$ cat src/rtl/easyaxi_mst_rd_arb.sv
`default_nettype none
// ============================================================================
// easyaxi_mst_rd_arb : round-robin AR arbiter + RID-based R router, REQ_NUM ports
// Option macro EASYAXI_RD_ARB_OST_LIMIT_EN masks requesters at OST_MAX bursts.
// Revision: 1.0
// ============================================================================
module easyaxi_mst_rd_arb #(
  parameter int REQ_NUM     = 4,
  parameter int OST_MAX     = 8,
  parameter int AXI_ID_W    = 4,
  parameter int AXI_ADDR_W  = 32,
  parameter int AXI_LEN_W   = 8,
  parameter int AXI_SIZE_W  = 3,
  parameter int AXI_BURST_W = 2,
  parameter int AXI_USER_W  = 4,
  parameter int AXI_DATA_W  = 32,
  parameter int AXI_RESP_W  = 2,
  localparam int REQ_W      = $clog2(REQ_NUM),
  localparam int OST_W      = $clog2(OST_MAX + 1)
) (
  input  logic                           clk,
  input  logic                           rst,
  input  logic [REQ_NUM-1:0]             req_arvalid,
  output logic [REQ_NUM-1:0]             req_arready,
  input  logic [REQ_NUM*AXI_ADDR_W-1:0]  req_araddr,
  input  logic [REQ_NUM*AXI_LEN_W-1:0]   req_arlen,
  input  logic [REQ_NUM*AXI_SIZE_W-1:0]  req_arsize,
  input  logic [REQ_NUM*AXI_BURST_W-1:0] req_arburst,
  input  logic [REQ_NUM*AXI_USER_W-1:0]  req_aruser,
  output logic [REQ_NUM-1:0]             req_rvalid,
  input  logic [REQ_NUM-1:0]             req_rready,
  output logic [AXI_DATA_W-1:0]          req_rdata,
  output logic [AXI_RESP_W-1:0]          req_rresp,
  output logic                           req_rlast,
  output logic [AXI_USER_W-1:0]          req_ruser,
  output logic                           axi_mst_arvalid,
  input  logic                           axi_mst_arready,
  output logic [AXI_ID_W-1:0]            axi_mst_arid,
  output logic [AXI_ADDR_W-1:0]          axi_mst_araddr,
  output logic [AXI_LEN_W-1:0]           axi_mst_arlen,
  output logic [AXI_SIZE_W-1:0]          axi_mst_arsize,
  output logic [AXI_BURST_W-1:0]         axi_mst_arburst,
  output logic [AXI_USER_W-1:0]          axi_mst_aruser,
  input  logic                           axi_mst_rvalid,
  output logic                           axi_mst_rready,
  input  logic [AXI_ID_W-1:0]            axi_mst_rid,
  input  logic [AXI_DATA_W-1:0]          axi_mst_rdata,
  input  logic [AXI_RESP_W-1:0]          axi_mst_rresp,
  input  logic                           axi_mst_rlast,
  input  logic [AXI_USER_W-1:0]          axi_mst_ruser,
  output logic [REQ_NUM*OST_W-1:0]       ost_cnt,
  output logic                           idle,
  output logic                           rid_err
);

  logic                   slot_vld_q,   slot_vld_d;
  logic [REQ_W-1:0]       slot_id_q,    slot_id_d;
  logic [AXI_ADDR_W-1:0]  slot_addr_q,  slot_addr_d;
  logic [AXI_LEN_W-1:0]   slot_len_q,   slot_len_d;
  logic [AXI_SIZE_W-1:0]  slot_size_q,  slot_size_d;
  logic [AXI_BURST_W-1:0] slot_burst_q, slot_burst_d;
  logic [AXI_USER_W-1:0]  slot_user_q,  slot_user_d;
  logic [REQ_W-1:0]       rr_ptr_q,     rr_ptr_d;
  logic [OST_W-1:0]       cnt_q [REQ_NUM];
  logic [OST_W-1:0]       cnt_d [REQ_NUM];
  logic                   rid_err_q,    rid_err_d;

  logic                   slot_free;
  logic                   ar_hs;
  logic                   r_hs;
  logic [REQ_NUM-1:0]     elig;
  logic [REQ_NUM-1:0]     inc;
  logic [REQ_NUM-1:0]     dec;
  logic                   gnt_vld;
  logic [REQ_W-1:0]       gnt_idx;
  logic [REQ_W:0]         rr_idx;
  logic [REQ_W-1:0]       rid_lo;
  logic                   id_hi_zero;
  logic                   rid_ok;

  assign slot_free = ~slot_vld_q | axi_mst_arready;
  assign ar_hs     = slot_vld_q & axi_mst_arready;
  assign r_hs      = axi_mst_rvalid & axi_mst_rready;

  // A command sitting in the slot counts against its owner until it handshakes.
  always_comb begin
    elig = '0;
    for (int k = 0; k < REQ_NUM; k++) begin
`ifdef EASYAXI_RD_ARB_OST_LIMIT_EN
      elig[k] = req_arvalid[k] &&
                (((OST_W+1)'(cnt_q[k]) +
                  (OST_W+1)'(slot_vld_q && (slot_id_q == REQ_W'(k))))
                 < (OST_W+1)'(OST_MAX));
`else
      elig[k] = req_arvalid[k];
`endif
    end
  end

  always_comb begin
    gnt_vld = 1'b0;
    gnt_idx = rr_ptr_q;
    rr_idx  = '0;
    for (int i = 0; i < REQ_NUM; i++) begin
      rr_idx = (REQ_W+1)'(rr_ptr_q) + (REQ_W+1)'(i);
      if (rr_idx >= (REQ_W+1)'(REQ_NUM)) rr_idx = rr_idx - (REQ_W+1)'(REQ_NUM);
      if (!gnt_vld && elig[rr_idx[REQ_W-1:0]]) begin
        gnt_vld = 1'b1;
        gnt_idx = rr_idx[REQ_W-1:0];
      end
    end
  end

  always_comb begin
    req_arready  = '0;
    slot_vld_d   = slot_vld_q & ~axi_mst_arready;
    slot_id_d    = slot_id_q;
    slot_addr_d  = slot_addr_q;
    slot_len_d   = slot_len_q;
    slot_size_d  = slot_size_q;
    slot_burst_d = slot_burst_q;
    slot_user_d  = slot_user_q;
    rr_ptr_d     = rr_ptr_q;
    if (slot_free && gnt_vld && !rst) begin
      slot_vld_d = 1'b1;
      slot_id_d  = gnt_idx;
      rr_ptr_d   = (gnt_idx == REQ_W'(REQ_NUM - 1)) ? '0 : gnt_idx + 1'b1;
      for (int k = 0; k < REQ_NUM; k++) begin
        if (gnt_idx == REQ_W'(k)) begin
          req_arready[k] = 1'b1;
          slot_addr_d    = req_araddr[k*AXI_ADDR_W +: AXI_ADDR_W];
          slot_len_d     = req_arlen[k*AXI_LEN_W +: AXI_LEN_W];
          slot_size_d    = req_arsize[k*AXI_SIZE_W +: AXI_SIZE_W];
          slot_burst_d   = req_arburst[k*AXI_BURST_W +: AXI_BURST_W];
          slot_user_d    = req_aruser[k*AXI_USER_W +: AXI_USER_W];
        end
      end
    end
  end

  assign rid_lo = axi_mst_rid[REQ_W-1:0];

  generate
    if (AXI_ID_W > REQ_W) begin : g_id_hi
      assign id_hi_zero = ~|axi_mst_rid[AXI_ID_W-1:REQ_W];
    end else begin : g_id_exact
      assign id_hi_zero = 1'b1;
    end
  endgenerate

  assign rid_ok = id_hi_zero && ((REQ_W+1)'(rid_lo) < (REQ_W+1)'(REQ_NUM));

  // Illegal RIDs are sunk here so a stray beat can never stall the fabric.
  always_comb begin
    req_rvalid     = '0;
    axi_mst_rready = ~rid_ok;
    for (int k = 0; k < REQ_NUM; k++) begin
      if (rid_ok && (rid_lo == REQ_W'(k))) begin
        req_rvalid[k]  = axi_mst_rvalid;
        axi_mst_rready = req_rready[k];
      end
    end
  end

  always_comb begin
    for (int k = 0; k < REQ_NUM; k++) begin
      inc[k]   = ar_hs && (slot_id_q == REQ_W'(k));
      dec[k]   = r_hs && axi_mst_rlast && rid_ok && (rid_lo == REQ_W'(k));
      cnt_d[k] = cnt_q[k];
      if (inc[k] && !dec[k] && (cnt_q[k] != OST_W'(OST_MAX))) cnt_d[k] = cnt_q[k] + 1'b1;
      else if (dec[k] && !inc[k] && (cnt_q[k] != '0))        cnt_d[k] = cnt_q[k] - 1'b1;
    end
    rid_err_d = rid_err_q | (r_hs & ~rid_ok);
  end

  always_ff @(posedge clk or posedge rst) begin
    if (rst) begin
      slot_vld_q   <= 1'b0;
      slot_id_q    <= '0;
      slot_addr_q  <= '0;
      slot_len_q   <= '0;
      slot_size_q  <= '0;
      slot_burst_q <= '0;
      slot_user_q  <= '0;
      rr_ptr_q     <= '0;
      rid_err_q    <= 1'b0;
      for (int k = 0; k < REQ_NUM; k++) cnt_q[k] <= '0;
    end else begin
      slot_vld_q   <= slot_vld_d;
      slot_id_q    <= slot_id_d;
      slot_addr_q  <= slot_addr_d;
      slot_len_q   <= slot_len_d;
      slot_size_q  <= slot_size_d;
      slot_burst_q <= slot_burst_d;
      slot_user_q  <= slot_user_d;
      rr_ptr_q     <= rr_ptr_d;
      rid_err_q    <= rid_err_d;
      for (int k = 0; k < REQ_NUM; k++) cnt_q[k] <= cnt_d[k];
    end
  end

  generate
    for (genvar k = 0; k < REQ_NUM; k++) begin : g_ost
      assign ost_cnt[k*OST_W +: OST_W] = cnt_q[k];
    end
  endgenerate

  always_comb begin
    idle = ~slot_vld_q;
    for (int k = 0; k < REQ_NUM; k++) idle = idle & (cnt_q[k] == '0);
  end

  assign axi_mst_arvalid = slot_vld_q;
  assign axi_mst_arid    = AXI_ID_W'(slot_id_q);
  assign axi_mst_araddr  = slot_addr_q;
  assign axi_mst_arlen   = slot_len_q;
  assign axi_mst_arsize  = slot_size_q;
  assign axi_mst_arburst = slot_burst_q;
  assign axi_mst_aruser  = slot_user_q;
  assign rid_err         = rid_err_q;

  assign req_rdata = axi_mst_rdata;
  assign req_rresp = axi_mst_rresp;
  assign req_rlast = axi_mst_rlast;
  assign req_ruser = axi_mst_ruser;

endmodule
`default_nettype wire

$ cat config.mk
export PLATFORM = sky130hd
export DESIGN_NAME = easyaxi_mst_rd_arb
export DESIGN_NICKNAME = d
export VERILOG_FILES = /design/src/rtl/easyaxi_mst_rd_arb.sv
export SDC_FILE = /design/constraint.sdc
export NUM_CORES = 1
export LEC_CHECK = 0
export BUFFER_PORTS_ARGS = -buffer_cell sky130_fd_sc_hd__buf_2
export CORE_AREA = 2 2 144 146
export CTS_BUF_LIST = sky130_fd_sc_hd__clkbuf_4
export DETAILED_ROUTE_END_ITERATION = 6
export DIE_AREA = 0 0 146 148
export PLACE_DENSITY_LB_ADDON = 0.1
export SLEW_MARGIN = 20
export SYNTH_ARGS = -nofsm -noshare
export SYNTH_HDL_FRONTEND = slang
export SYNTH_SLANG_ARGS = --single-unit
$ cat constraint.sdc
create_clock -name clk -period 7.35 [get_ports clk]
set_input_delay 1.47 -clock clk [delete_from_list [all_inputs] [get_ports clk]]
set_output_delay 1.47 -clock clk [all_outputs]
set_load 0.01 [all_outputs]
# == Word level (Yosys, flattened, before mapping) ==
# Index checks and enable logic that the tools add are counted.
# word_totals
regBits,71
latchBits,0
ram_bits,0
mem_bits_ro,0
input_bits,251
output_inout_bits,120
wordCells,191
mem_count,0
# op_classes
n_addsub,16
multipliers,0
n_div,0
n_lt_le_gt_ge,8
n_eq_ne,13
shift,0
muxes,63
bitwise,12
n_reduce_logical,66
# op_table
operator,n
$mux W32,4
$mux W4,13
$logic_and A1 B1 Y1,35
$mux W8,4
$mux W2,13
$mux W1,21
$reduce_bool A4 Y1,5
$add A4 B1 Y4 const B,4
$logic_not A4 Y1,4
$ne A4 B4 Y1 const B,4
$sub A4 B1 Y4 const B,4
$logic_not A1 Y1,13
$eq A2 B2 Y1 const B,6
$lt A2 B3 Y1 const B,4
$mux W3,4
$ge A3 B3 Y1 const B,3
$and A1 B1 Y1,8
$bmux W1 S2,4
$reduce_bool A2 Y1,4
$sub A2 B1 Y2 const B,4
$add A2 B2 Y3 const B,2
$eq A2 B1 Y1 const B,3
$logic_not A2 Y1,3
$add A2 B1 Y3 const B,1
other kinds (6),8

# == Longest topological paths before layout ==
# Gate-level depths: netlist (run 1).
# logic_depth
depth_word,19
mapped_depth,12
ltp_nobuf,9

# == Worst setup path after synthesis (run 1) ==
# Ideal clock, no wire load.
# synth_timing
path_kind,input port to output port
from,in req_arvalid[2]
to,out req_arready[1]
t_arrival_ns,3.007
t_required_ns,5.880
setup_slack_ns,2.873
stages,8
cell_sequence,or2_2 -> a21oi_1 -> o31ai_1 -> inv_1 -> ha_1 -> clkbuf_1 -> buf_1 -> and2_1
# synth_between
elab_chain_len,15
elab_cells_between_ends,27
# synth_rtl
item,line_no,text
"start, declared",23,"input logic [REQ_NUM-1:0] req_arvalid,"
$bmux W1 S2,107,if (!gnt_vld && elig[rr_idx[REQ_W-1:0]]) begin
$mux W1 (implied by the code),107,
$mux W1,107,
$logic_not A1 Y1,107,
$logic_and A1 B1 Y1,107,
$mux W1,107,
$logic_not A1 Y1,107,
$logic_and A1 B1 Y1,107,
$mux W1,107,
$logic_not A1 Y1,107,
$logic_and A1 B1 Y1,107,
$mux W2 *,107,
via gnt_idx[1],75,logic [REQ_W-1:0] gnt_idx;
$eq A2 B1 Y1 *,129,if (gnt_idx == REQ_W'(k)) begin
$mux W1 *,129,
$mux W4 *,124,if (slot_free && gnt_vld && !rst) begin
"end, declared",24,"output logic [REQ_NUM-1:0] req_arready,"
# Mark *: on every way through the listed nets, which the timed path passes. The rest lies on a longest branch. The select of a mux whose other input is x is not followed.

# == Worst setup path after layout (run 1) ==
# layout_timing
from,in req_arvalid[0]
to,out req_arready[1]
# The elaborated chain is that of the path after synthesis.

==> reports/metrics.cfg, run 1 <==
[timing]
whs_ns = 0.479
tightestPinTransition_ns = 0.938
fin_crit_sh_pct = 68.6
rsz0062_at_grt = false
fin_skew_ns = 0.0121
fmax_mhz = 198
min_period_ns = 5.04
finalSetupViolCount = 0
slew_headroom_pct = 37.5
maxSlewViolCount = 0
setup_tns_ns = 0
finalHoldViolations = 0

[worst_setup_path]
cp.required_ns = 5.88
critPathKind = in -> out
cp-start-kind = input pin
cp_max_fo = 50
end_kind = output port
critical_path_arrival_ns = 3.57

[yosys]
yosys_register_bits = 71
yosysTopAreaCell = dfrtp_1
postSynthAreaPerCell_um2 = 8.86
synth_cells = 590
synthTopCellsByArea = dfrtp_1 34%, mux2i_1 19%, buf_4 5.9%
yosysMostFrequentCell = mux2i_1
synth.cell_area_um2 = 5230
synth_edf_count = 0
ys_async_sr_fraction_pct = 100
synth_cell_types = 51
synth_seq_area_share_pct = 34.0
netlist.area_leader.share_pct = 34.0
synthTopCellsByCount = 101 x mux2i_1, 71 x dfrtp_1, 58 x a21oi_1
ys_warn_count = 0
ys.flop_type = dfrtp_1

[cts]
cts_sinks = 71
ctsLongestPathBuffers = 2
hold_buffers = 0
h-tree-depth = 3
postCtsSetupRepairBufs = 0
clkLatencyLatePin_ns = 0.43
root_buffer = clkbuf_4
cts_resized = 0
clkTransAtPathRegs_ns = 0.12
cts_buffers = 9
tritoncts = yes

[final_layout]
drive_gt1_share_pct = 40.0
multi_input_area_um2 = 3010
insertedDiodeCount = 0
nets = 1090
register_area_um2 = 1780
fin_util_pct = 33.8
final_area_um2 = 6780
fill_cells = 2201
area_growth_pct = 29.7

[place]
place_congestion = 0.797
portBuffers = 292
placement.cell_area_um2 = 6650
dp_hpwl_mm = 13.0

[floorplan]
rows = 52
die_x_um = 146
num_io_pins = 371
die_area_um2 = 21600
core_area_um2 = 20000
start_util_pct = 26.1
die_h_um = 148

[detailed_routing]
num_vias = 5008
dr.pass1.iters = 4
post_drt_wl_per_cell_um = 15.1
drt-total-wl_mm = 16.5
drc = 0
via_per_inst = 4.56
drt_iter0_drc = 130
drtAntennaViolNets = 0

[outcome]
outcome = complete, no violations

[power_and_ir_drop]
power_leakage_nw = 3.37
ir_drop_mv = 0.119
pwr_density_cell_nw_per_um2 = 335

[min_path]
hold_path.class = reg -> reg

[run]
max_cap_violations = 0

[global_routing]
grt_max_degree = 99
grt_util_all_layers_pct = 14.8
grt_pass1_vias = 5006
overflow = 0
grt_pass1_wl_mm = 25.5
antenna_found_initial = 0

-- cell type report --
class	count	area share, %
well taps	270	4.99
clock buffers	11	1.22
multi-input cells	438	44.4
repair buffers	297	22.1
inverters	6	0.351
flip-flops and latches	71	26.2
clock inverters	5	0.720
-- final timing paths --
path	from	endpoint	slack [ns]	cells past startpoint
setup / recovery	req_arvalid[0]	req_arready[1]	2.31	7
hold / removal	rid_err$_DFF_PP0_	rid_err$_DFF_PP0_	0.48	1
hold reg to reg	rid_err$_DFF_PP0_	rid_err$_DFF_PP0_	0.48	1
min in group asynchronous	rst	axi_mst_araddr[1]$_DFFE_PP0P_	1.10	2
setup reg to reg	rr_ptr_q[1]$_DFFE_PP0P_	axi_mst_arlen[4]$_DFFE_PP0P_	4.33	8
max in group asynchronous	rst	ost_cnt[12]$_DFFE_PP0P_	5.31	3
-- per-stage QoR --
step / std cells / worst slack [ns] / power, mW
4_1_cts: 1098 / 2.30 / 2.33
5_1_grt: 1098 / 2.17 / 2.50
6_report: 1098 / 2.31 / 2.27
3_5_place_dp: 1082 / 2.30 / 2.06
2_1_floorplan: 591 / 2.87 / 1.60
3_3_place_gp: 1082 / 2.39 / 2.04
-- worst max-delay path, cell delays in order --
cell,delay [ns]
buf_2,0.12
nor2b_1,0.14
o31ai_1,0.70
inv_1,0.21
ha_4,0.49
and2_1,0.27
buf_2,0.14
-- cells in the final DEF (no fill, tap or decap), types with 4 or more instances in the layout --
cell,Yosys,layout
buf_2,5,292
xor2_1,7,7
o21ai_0,54,54
clkinv_2,0,4
nor2b_1,6,6
mux2_1,4,4
fa_1,4,4
inv_1,5,4
buf_4,41,5
nor2_1,55,55
and2_1,6,6
dfrtp_1,71,71
nand2_1,56,56
clkbuf_4,0,11
mux2i_1,101,101
a21oi_1,58,58
and3_1,5,5
ha_1,12,10
nand3_1,10,10
mux2_2,6,6
or4_1,5,5
-- routing by layer --
| layer | GRT usage (%) | routed length [µm] |
|---|---|---|
| met4 | 4.13 | 165 |
| met3 | 5.22 | 1300 |
| met1 | 16.8 | 6690 |
| met5 | 0 | 0 |
| met2 | 26.3 | 8370 |
-- report_power, final --
part / total, mW / leakage (nW) / switching [mW] / internal [mW]
Clock: 0.252 / 0.0780 / 0.143 / 0.109
Combinational: 1.30 / 2.49 / 0.718 / 0.581
Sequential: 0.721 / 0.805 / 0.155 / 0.565
-- cells by family (layout without fill, tap and decap cells) --
logic type	Yosys count	count (layout)	share of synthesized area [%]
buffers and inverters	82	319	9.10
DFF	71	71	34.0
other	1	2	0.0718
xor gates and xnor gates	8	8	1.34
muxes	112	112	21.9
and+or+nand+nor	172	172	15.8
adders and majority gates	16	16	4.41
AOI/OAI and AO/OA	128	128	13.3
-- flip-flops by register name (all words and copies together), names as in the netlist --
signal / flops
axi_mst_arsize: 3
slot_id_q: 2
axi_mst_aruser: 4
rr_ptr_q: 2
rid_err: 1
axi_mst_arvalid: 1
axi_mst_araddr: 32
axi_mst_arburst: 2
axi_mst_arlen: 8
ost_cnt: 16
No activity file was read; power rests on OpenSTA's default activity.
==> inputs of run 2 (changes only) <==
- clock period: 7.35 -> 5.07 ns (I/O delays scaled with it)
==> reports/metrics.cfg, run 2 (synthesized netlist as in run 1, its figures left out) <==
[global_routing]
antenna_found_initial = 1  ; +1
grt_util_all_layers_pct = 15.2  ; +0.40 points
overflow = 0  ; unchanged
grt_pass1_vias = 5274  ; +5.4%
grt_pass1_wl_mm = 26.2  ; +2.7%
grt_max_degree = 99  ; unchanged

[worst_setup_path]
reg2reg_to = axi_mst_arlen[4]$_DFFE_PP0P_
critPathKind = in -> out
cp.required_ns = 4.06  ; -1.82 ns
cp-start-kind = input pin
critical_path_arrival_ns = 2.88  ; -0.69 ns
rrSetupSlack_ns = 2.05  ; -2.28 ns
end_kind = output port
rr_worst_depth = 10  ; +2
cp_max_fo = 24  ; -52%
r2r-start = rr_ptr_q[1]$_DFFE_PP0P_

[detailed_routing]
num_vias = 5120  ; +2.2%
drc = 0  ; unchanged
dr.pass1.iters = 4  ; unchanged
post_drt_wl_per_cell_um = 15.3  ; +1.6%
drtAntennaViolNets = 0  ; unchanged
drt_iter0_drc = 172  ; +32%
via_per_inst = 4.65  ; +1.9%
drt-total-wl_mm = 16.8  ; +2.0%

[min_path]
min_from = rid_err$_DFF_PP0_
hold_path.class = reg -> reg
hold_end = rid_err$_DFF_PP0_
hold_depth = 1  ; unchanged

[final_layout]
final_cell_mix = 292 x buf_2, 101 x mux2i_1, 71 x dfrtp_1
nets = 1093  ; +0.28%
largest_register_ffs = 32  ; unchanged
final_area_um2 = 6830  ; +0.79%
area_growth_pct = 30.7
fill_cells = 2205  ; +0.18%
mostFrequentLayoutCell = buf_2
drive_gt1_share_pct = 40.3  ; +0.34 points

[timing]
tightestPinTransition_ns = 0.893  ; -0.0442 ns
setup_tns_ns = 0  ; unchanged
finalHoldViolations = 0  ; unchanged
min_period_ns = 3.90
rsz0062_at_grt = false
slew_headroom_pct = 40.4  ; +2.9 points
maxSlewViolCount = 0  ; unchanged
finalSetupViolCount = 0  ; unchanged
fin_crit_sh_pct = 76.8
fmax_mhz = 257
fin_skew_ns = 0.0196  ; +0.00754 ns

[floorplan]
die_h_um = 148  ; unchanged
rows = 52  ; unchanged
die_x_um = 146  ; unchanged
num_io_pins = 371  ; unchanged
die_area_um2 = 21600  ; unchanged
core_area_um2 = 20000  ; unchanged
start_util_pct = 26.1  ; unchanged

[cts]
root_buffer = clkbuf_4
postCtsSetupRepairBufs = 0  ; unchanged
clkTransAtPathRegs_ns = 0.13  ; about the same
cts_buffers = 9  ; unchanged
hold_buffers = 0  ; unchanged
cts_resized = 0  ; unchanged
h-tree-depth = 3  ; unchanged
cts_sinks = 71  ; unchanged
clkLatencyLatePin_ns = 0.44  ; about the same
ctsLongestPathBuffers = 2  ; unchanged
tritoncts = yes

[run]
max_cap_violations = 0  ; unchanged

[power_and_ir_drop]
pwr_density_cell_nw_per_um2 = 491  ; +46%
power_leakage_nw = 3.39  ; +0.57%
ir_drop_mv = 0.170  ; +42%

[place]
dp_hpwl_mm = 13.4  ; +2.9%
place_congestion = 0.859  ; +7.8%
placement.cell_area_um2 = 6670  ; +0.34%
portBuffers = 292  ; unchanged

[outcome]
outcome = complete, no violations

## run 2: final cells by class
cell class / instances / area [µm²] / area share, %
multi-input combinational: 438 / 3010 / 44.0
clock inverter: 6 / 85.1 / 1.25
clock buffer: 10 / 75.1 / 1.10
timing repair buffer: 300 / 1520 / 22.3
inverter: 6 / 23.8 / 0.348
tap: 270 / 338 / 4.95
sequential: 71 / 1780 / 26.0
antenna: 1 / 2.50 / 0.0366
## run 2: worst max path at each step
stage	startpoint	to
3_3_place_gp	req_arvalid[0]	req_arready[1]
5_1_grt	req_arvalid[2]	req_arready[1]
2_1_floorplan	req_arvalid[2]	req_arready[1]
6_report	req_arvalid[0]	req_arready[1]
3_5_place_dp	req_arvalid[0]	req_arready[1]
4_1_cts	req_arvalid[0]	req_arready[1]
## run 2: worst max-delay path, stage by stage
cell	delay, ns
buf_2	0.12
nor2b_1	0.14
o31ai_1	0.68
inv_1	0.21
ha_4	0.36
and2_1	0.21
buf_2	0.14
## run 2: layer usage
layer  GRT usage, %  routed length [µm]  up-vias
met2           28.2                8870      212
met5              0                   0        -
met3           4.60                1320       24
li1               -                   -     2521
met4           5.10                 253        0
met1           16.5                6410     2363
## run 2: power by group
part | internal, mW | total, mW | leakage, nW | switching (mW)
clock | 0.204 | 0.423 | 0.0824 | 0.219
combinational | 0.846 | 1.88 | 2.50 | 1.04
sequential | 0.819 | 1.05 | 0.805 | 0.228
## run 2: through the flow
| step | hold slack, ns | util [%] | total power [mW] | instances | setup WS [ns] |
|---|---|---|---|---|---|
| 2_1_floorplan | 0.504 | - | 2.32 | 591 | 1.50 |
| 5_1_grt | 0.529 | 34.1 | 3.69 | 1102 | 1.01 |
| 3_3_place_gp | 0.454 | 33.3 | 2.95 | 1085 | 1.21 |
| 3_5_place_dp | 0.450 | 33.3 | 3.00 | 1085 | 1.13 |
| 6_report | 0.487 | 34.1 | 3.35 | 1102 | 1.17 |
| 4_1_cts | 0.491 | 34.1 | 3.44 | 1101 | 1.11 |
==> inputs of run 3 (changes only) <==
- clock period: 5.07 -> 4.01 ns (I/O delays scaled with it)
==> reports/metrics.cfg, run 3 (synthesized netlist as in run 1, its figures left out) <==
[detailed_routing]
drt_iter0_drc = 116  ; -33%
dr.pass1.iters = 4  ; unchanged
num_vias = 5122  ; +0.039%
drt-total-wl_mm = 17.6  ; +4.3%
post_drt_wl_per_cell_um = 15.9  ; +4.0%
drc = 0  ; unchanged
drtAntennaViolNets = 0  ; unchanged
via_per_inst = 4.64  ; -0.23%

[cts]
postCtsSetupRepairBufs = 0  ; unchanged
cts_resized = 0  ; unchanged
h-tree-depth = 3  ; unchanged
ctsLongestPathBuffers = 2  ; unchanged
root_buffer = clkbuf_4
hold_buffers = 0  ; unchanged
clkLatencyLatePin_ns = 0.45  ; about the same
cts_sinks = 71  ; unchanged
tritoncts = yes
cts_buffers = 9  ; unchanged
clkTransAtPathRegs_ns = 0.14  ; about the same

[timing]
slew_headroom_pct = 52.9  ; +13 points
finalHoldViolations = 0  ; unchanged
maxSlewViolCount = 0  ; unchanged
fin_skew_ns = 0.0168  ; -0.00282 ns
min_period_ns = 3.27
tightestPinTransition_ns = 0.704  ; -0.189 ns
rsz0062_at_grt = false
setup_tns_ns = 0  ; unchanged
fin_crit_sh_pct = 81.6
fmax_mhz = 306
finalSetupViolCount = 0  ; unchanged
fin_ws_ns = 0.737  ; -0.437 ns

[power_and_ir_drop]
pwr_density_cell_nw_per_um2 = 609  ; +24%
power_leakage_nw = 3.38  ; -0.25%
power.total_mw = 4.15  ; +24%
ir_drop_mv = 0.169  ; -0.70%

[global_routing]
grt_pass1_vias = 5456  ; +3.5%
overflow = 0  ; unchanged
grt_util_all_layers_pct = 16.0  ; +0.81 points
antenna_found_initial = 3  ; +2
grt_max_degree = 49  ; -51%
grt_pass1_wl_mm = 27.7  ; +5.7%

[worst_setup_path]
cp-start-kind = input pin
critical_path_arrival_ns = 2.47  ; -0.41 ns
rrSetupSlack_ns = 1.13  ; -0.92 ns
end_kind = output port
critPathKind = in -> out
cp.required_ns = 3.21  ; -0.85 ns
cp_max_fo = 21  ; -13%

[final_layout]
largest_register_ffs = 32  ; unchanged
final_cell_mix = 292 x buf_2, 101 x mux2i_1, 71 x dfrtp_1
drive_gt1_share_pct = 40.5  ; +0.14 points
nets = 1095  ; +0.18%
mostFrequentLayoutCell = buf_2
area_growth_pct = 30.4
stdcell_count = 1105  ; +0.27%

[place]
dp_cells = 1087  ; +0.18%
dp_hpwl_mm = 13.7  ; +2.5%
place_congestion = 0.835  ; -2.7%
post-place-ws_ns = 0.605  ; -0.521 ns
portBuffers = 292  ; unchanged

[run]
max_cap_violations = 0  ; unchanged

[floorplan]
die_x_um = 146  ; unchanged
die_h_um = 148  ; unchanged
num_io_pins = 371  ; unchanged
die_area_um2 = 21600  ; unchanged
start_util_pct = 26.1  ; unchanged
rows = 52  ; unchanged
core_area_um2 = 20000  ; unchanged

[outcome]
outcome = complete, no violations

[min_path]
hold_path.class = in -> async

[run 3: cell types whose count changed in the layout (fill, tap and decap cells not counted)]
cell and change:
buf_4 +1, buf_12 +1, clkinvlp_4 +1, diode_2 +1
inv_4 +1, bufinv_16 -2
[run 3: worst paths after layout]
kind	start	to	cells past startpoint
hold / removal	rst	axi_mst_araddr[20]$_DFFE_PP0P_	2
hold reg to reg	rid_err$_DFF_PP0_	rid_err$_DFF_PP0_	1
setup / recovery	req_arvalid[0]	req_arready[1]	7
setup reg to reg	rr_ptr_q[1]$_DFFE_PP0P_	axi_mst_araddr[2]$_DFFE_PP0P_	10
min in group clk	rid_err$_DFF_PP0_	rid_err$_DFF_PP0_	1
max in group asynchronous	rst	ost_cnt[0]$_DFFE_PP0P_	3
[run 3: final cells by class]
type	count	area (µm²)
fill	2204	13200
multi-input combinational	438	3010
sequential	71	1780
timing repair buffer	302	1550
tap	270	338
clock buffer	10	75.1
clock inverter	6	37.5
inverter	6	25.0
antenna	2	5.00
[run 3: worst max-delay path: stages]
cell,delay (ns)
buf_2,0.12
nor2b_1,0.14
o31ai_1,0.56
inv_1,0.19
ha_4,0.32
and2_1,0.18
buf_2,0.13
[run 3: power breakdown]
| part | switching (mW) | internal, mW | total, mW |
|---|---|---|---|
| Combinational | 1.31 | 1.10 | 2.41 |
| Clock | 0.289 | 0.131 | 0.419 |
| Sequential | 0.283 | 1.04 | 1.32 |
| Total | 1.89 | 2.26 | 4.15 |
[run 3: metal layers]
layer / routed length [µm] / share of wire (%) / up-vias / GRT usage [%]
met1: 6820 / 39 / 2369 / 17.5
met5: 0 / 0 / - / 0
li1: - / - / 2515 / -
met4: 347 / 2.0 / 0 / 6.36
met2: 9010 / 51 / 211 / 29.2
met3: 1390 / 7.9 / 27 / 4.72
[run 3: stage by stage]
stage	utilization, %	area [µm²]	hold WS (ns)
after floorplan	-	5230	0.504
after global placement	33.4	6700	0.453
after detailed placement	33.4	6700	0.457
after CTS	34.0	6810	0.501
after global routing	34.0	6810	0.513
final	34.0	6810	0.476
